File: config.mk
export PLATFORM = sky130hd
export DESIGN_NAME = ram_arbiter_2p
export DESIGN_NICKNAME = d
export VERILOG_FILES = /design/src/rtl/ram_arb_pkg.sv /design/src/rtl/rr_arb2.sv /design/src/rtl/ram_arbiter_2p.sv
export SDC_FILE = /design/constraint.sdc
export NUM_CORES = 1
export LEC_CHECK = 0
export CAP_MARGIN = 10
export CORE_MARGIN = 2
export CORE_UTILIZATION = 35
export DETAILED_ROUTE_END_ITERATION = 12
export MAX_ROUTING_LAYER = met4
export PLACE_DENSITY = 0.93
export SLEW_MARGIN = 20
export SYNTH_ARGS = -nofsm -noshare
export SYNTH_HDL_FRONTEND = slang
export SYNTH_HIERARCHICAL = 1
export SYNTH_SLANG_ARGS = --single-unit
File: constraint.sdc
create_clock -name clk -period 2.8 [get_ports clk]
set_input_delay 0.7 -clock clk [delete_from_list [all_inputs] [get_ports clk]]
set_output_delay 0.7 -clock clk [all_outputs]
set_load 0.05 [all_outputs]
File: src/rtl/ram_arb_pkg.sv
// Shared definitions for the two-port RAM arbiter.
//   REQ_LOG / REQ_HOST : requester ids (sensor logger, I2C host)
//   DATA_W_DEF / ADDR_W_DEF : default RAM geometry (128 x 32)
//   pend_t : read-in-flight record {valid, id}
package ram_arb_pkg;

  localparam logic REQ_LOG  = 1'b0;
  localparam logic REQ_HOST = 1'b1;

  localparam int unsigned DATA_W_DEF = 32;
  localparam int unsigned ADDR_W_DEF = 7;

  typedef struct packed {
    logic valid;
    logic id;
  } pend_t;

endpackage

File: src/rtl/rr_arb2.sv
// Two-way round-robin arbiter with its last-grant register.
// Ports:
//   clk, rst     : clock, asynchronous active-high reset
//   req0, req1   : requests
//   gnt0, gnt1   : combinational grants, at most one high, forced low in reset
module rr_arb2
  import ram_arb_pkg::*;
(
  input  logic clk,
  input  logic rst,
  input  logic req0,
  input  logic req1,
  output logic gnt0,
  output logic gnt1
);

  logic last_gnt_q, last_gnt_d;

  always_comb begin
    gnt0 = 1'b0;
    gnt1 = 1'b0;
    if (!rst) begin
      if (req0 && req1) begin
        // Tie goes to whoever did not win last time.
        if (last_gnt_q == REQ_HOST) begin
          gnt0 = 1'b1;
        end else begin
          gnt1 = 1'b1;
        end
      end else begin
        gnt0 = req0;
        gnt1 = req1;
      end
    end

    last_gnt_d = last_gnt_q;
    if (gnt0) begin
      last_gnt_d = REQ_LOG;
    end else if (gnt1) begin
      last_gnt_d = REQ_HOST;
    end
  end

  // Reset to the host id so the logger wins the first tie.
  always_ff @(posedge clk or posedge rst) begin
    if (rst) begin
      last_gnt_q <= REQ_HOST;
    end else begin
      last_gnt_q <= last_gnt_d;
    end
  end

endmodule

File: src/rtl/ram_arbiter_2p.sv
// Shares one single-port RAM (sync write, registered read) between two requesters.
// One access is granted per clock (round-robin); read data returns two cycles after
// the grant on the issuing requester's rvalid/rdata.
// Ports:
//   clk, rst                         : clock, asynchronous active-high reset
//   req/we/addr/wdata{0,1}           : requester access channels
//   gnt{0,1}                         : combinational grant
//   rvalid{0,1}, rdata{0,1}          : read return (rdata holds between returns)
//   ram_we, ram_addr, ram_d, ram_q   : RAM interface
//   conflict_cnt                     : saturating count of cycles with both requests
// Optional macro RAM_ARB_STATS_EN enables conflict_cnt; otherwise it is tied to 0.
module ram_arbiter_2p
  import ram_arb_pkg::*;
#(
  parameter int unsigned DATA_W = DATA_W_DEF,
  parameter int unsigned ADDR_W = ADDR_W_DEF,
  parameter int unsigned CNT_W  = 16
) (
  input  logic              clk,
  input  logic              rst,
  input  logic              req0,
  input  logic              we0,
  input  logic [ADDR_W-1:0] addr0,
  input  logic [DATA_W-1:0] wdata0,
  output logic              gnt0,
  output logic              rvalid0,
  output logic [DATA_W-1:0] rdata0,
  input  logic              req1,
  input  logic              we1,
  input  logic [ADDR_W-1:0] addr1,
  input  logic [DATA_W-1:0] wdata1,
  output logic              gnt1,
  output logic              rvalid1,
  output logic [DATA_W-1:0] rdata1,
  output logic              ram_we,
  output logic [ADDR_W-1:0] ram_addr,
  output logic [DATA_W-1:0] ram_d,
  input  logic [DATA_W-1:0] ram_q,
  output logic [CNT_W-1:0]  conflict_cnt
);

  pend_t pend_q, pend_d;

  rr_arb2 u_arb (
    .clk  (clk),
    .rst  (rst),
    .req0 (req0),
    .req1 (req1),
    .gnt0 (gnt0),
    .gnt1 (gnt1)
  );

  // RAM mux; with no grant the address/data follow requester 0 (don't-care).
  always_comb begin
    ram_we   = 1'b0;
    ram_addr = addr0;
    ram_d    = wdata0;
    if (gnt1) begin
      ram_we   = we1;
      ram_addr = addr1;
      ram_d    = wdata1;
    end else if (gnt0) begin
      ram_we   = we0;
    end
  end

  always_comb begin
    pend_d.valid = (gnt0 && !we0) || (gnt1 && !we1);
    pend_d.id    = gnt1 ? REQ_HOST : REQ_LOG;
  end

  // pend_q lines up with ram_q: the RAM output is valid in the cycle after the grant.
  always_ff @(posedge clk or posedge rst) begin
    if (rst) begin
      pend_q  <= '0;
      rvalid0 <= 1'b0;
      rvalid1 <= 1'b0;
      rdata0  <= '0;
      rdata1  <= '0;
    end else begin
      pend_q  <= pend_d;
      rvalid0 <= pend_q.valid && (pend_q.id == REQ_LOG);
      rvalid1 <= pend_q.valid && (pend_q.id == REQ_HOST);
      if (pend_q.valid && (pend_q.id == REQ_LOG)) begin
        rdata0 <= ram_q;
      end
      if (pend_q.valid && (pend_q.id == REQ_HOST)) begin
        rdata1 <= ram_q;
      end
    end
  end

`ifdef RAM_ARB_STATS_EN
  logic [CNT_W-1:0] cnt_q, cnt_d;

  always_comb begin
    cnt_d = cnt_q;
    if (req0 && req1 && (cnt_q != '1)) begin
      cnt_d = cnt_q + CNT_W'(1);
    end
  end

  always_ff @(posedge clk or posedge rst) begin
    if (rst) begin
      cnt_q <= '0;
    end else begin
      cnt_q <= cnt_d;
    end
  end

  assign conflict_cnt = cnt_q;
`else
  assign conflict_cnt = '0;
`endif

endmodule

==> metrics <==
first-pass iteration count of the detailed router=4; CTS max path bufs=2; HP Class=flip-flop to flip-flop; wire per inst=18.91 um; final worst slack=38.45 ps; routability cong.=0.8504; Syn Std Cell Area=3349 um2; Least-Margin Pin Slew=805.7 ps; CTS tree=built; setup TNS=0 ps; Detailed Route Iter0 Violations=66; fraction of layout cells with a size suffix above 1=0.4082; sequential cell area fraction in the yosys report=0.5159; skew final=6.308 ps; via-per-instance ratio=4.595; clk sinks=69; Die Area=10,370 um2; RSZ-0062 raised after global routing=yes; largest net degree at the start of global routing=69; Max Transition Viols Final=0; Synth Area in Compound Gates=0.007097; Routed WL=11,220 um; GR Overflow Total=0; outcome=finished clean; Reg power frac=0.284; Synth Area in XOR/XNOR=0; Final min period=2762 ps; CTS Buf Count=9; starting density of the core=0.3608; PortBufs=223; period utilization=0.9863; Synth cell types=20; I/O pin count=240; commonest non-fill, non-tap cell in the layout=clkdlybuf4s50_1; Placed Area=6061 um2; final core utilization=0.7168; vias in the first global route=3,067; switching share of power=0.4274; post-cts hold buffer count=0; Lkg Pwr=0.002910 uW; CP Capture Type=primary output; sw power=2153 uW; first-pass GRT wire length=16,520 um; DIE HEIGHT=101.8 um; WP data arrival=2060 ps; IR drop worst, VDD=0.0003189 V; Tot Pwr=5037 uW; Final Cell Area=6655 um2; clock slew at reported path FFs=70 ps; most frequent cells in the layout=clkdlybuf4s50_1 (178), dfrtp_1 (68), mux2_4 (66), buf_12 (48), mux2_2 (37); Avg Inst Size Synth=15.36 um2; Setup CP Type=input port to primary output; DP HPWL=7958 um; Comb pwr share=0.549; PwrDens=756.8 nW/um2; Pint=2884 uW; Max Fclk=362.1 MHz; post-synthesis adder-cell area fraction=0; GR Util All Layers=0.2188; CP Launch Type=input port; H-tree depth=3; register bit total from synthesis=69; largest family of logic cells by synthesized area=multiplexers; row count=35; Total Nets Final=574; DRC Markers=0; synthesis-to-finish area growth=98.69%; DR vias=2,725; root buffer cell=clkbuf_8; Critical Path RT=2100 ps; Max-Slew Margin vs Limit=0.4610; Die Wd=101.8 um; final hold vios=0; post-place setup slack=-179.0 ps; warnings from Yosys=6; Core ar.=9284 um2; mux cell area share after synthesis=0.3818; Max Cap Viol=0; Syn Inst Count=218; Synth Area in Simple Gates=0.01270; final setup vio count=0; clk_lat worst skew=340 ps; worst-path maximum fanout=5; Post-DRT Antenna Nets=0; initial antenna violation count=0; Clock power frac=0.166
[final cells by class]
type	instances	area, um2
Antenna cell	1	2.502
Clock buffer	10	137.6
Clock inverter	6	70.07
Fill cell	607	2629
Inverter	6	22.52
Multi-Input combinational cell	130	1570
Sequential cell	69	1728
Tap cell	129	161.4
Timing Repair Buffer	242	2963
[final timing paths]
path                             from                to  slack, ps  cells past startpoint
min                        rdata1[12]        rdata1[12]        510                      1
min in group asynchronous         rst  u_arb/last_gnt_q        610                      3
max in group asynchronous         rst        rdata1[12]       1830                      4
max                              req1         ram_d[19]         40                      8
max reg2reg                 pend_q[0]        rdata0[29]       1110                      3
min reg2reg                rdata1[12]        rdata1[12]        510                      1
[power by group through the flow]
| stage | registers [uW] | logic (uW) | clock network [uW] |
|---|---|---|---|
| floorplan | 2400 | 687 | 0 |
| global placement | 1430 | 2640 | 0 |
| detailed placement | 1450 | 2680 | 0 |
| CTS | 1440 | 2770 | 871 |
| global route | 1470 | 2850 | 907 |
| finish | 1430 | 2770 | 839 |
[cells in the mapped netlist (all sizes together)]
master	instances	area share
mux2	103	0.38
dfstp	1	0.0078
nor2b	2	0.0067
buf	28	0.075
a21oi	1	0.0015
o22ai	1	0.0019
mux2i	1	0.0030
o21ai	1	0.0015
conb	1	0.0011
inv	6	0.0067
nand2b	1	0.0019
a21boi	1	0.0022
nand2	3	0.0041
dfrtp	68	0.51
[routing by layer]
layer  share of wire  routed length [um]  GRT usage
met3           0.087                 980    0.07250
met1            0.36                4042     0.2291
met4           0.022                 250    0.07795
met2            0.53                5941     0.3846
met5               0                   0          -
[critical path, cell delays in order]
cell           delay (ps)
dlygate4sd2_1         270
nand2b_4               70
a21oi_4               150
buf_12                150
buf_12                120
buf_16                120
mux2_4                330
buf_12                150
[kinds of logic (layout without fill, tap and decap cells)]
family,after synthesis,after routing
simple gates,6,6
other cells,1,17
mux,104,104
compound gates,4,4
buf+inv,34,264
flops,69,69
[registers in the layout, summed over array words and instances (netlist names)]
name              count
u_arb/last_gnt_q      1
rvalid0               1
pend_q                2
rvalid1               1
rdata0               32
rdata1               32
[what timing repair did]
action / in CTS / in global routing
pin swaps: 1 / 0
hold endpoints to repair: 0 / 0
cloned: 5 / 0
endpoints found under the setup margin: 40 / 39
setup buffers: 8 / 0
resized for setup: 41 / 13
[per-stage QoR]
stage | hold WS [ps] | std cells
finish | 505.2 | 593
global route | 524.3 | 592
CTS | 511.1 | 593
detailed placement | 491.5 | 565
global placement | 485.8 | 565
floorplan | 528.7 | 233
No activity file was read; power rests on OpenSTA's default activity.
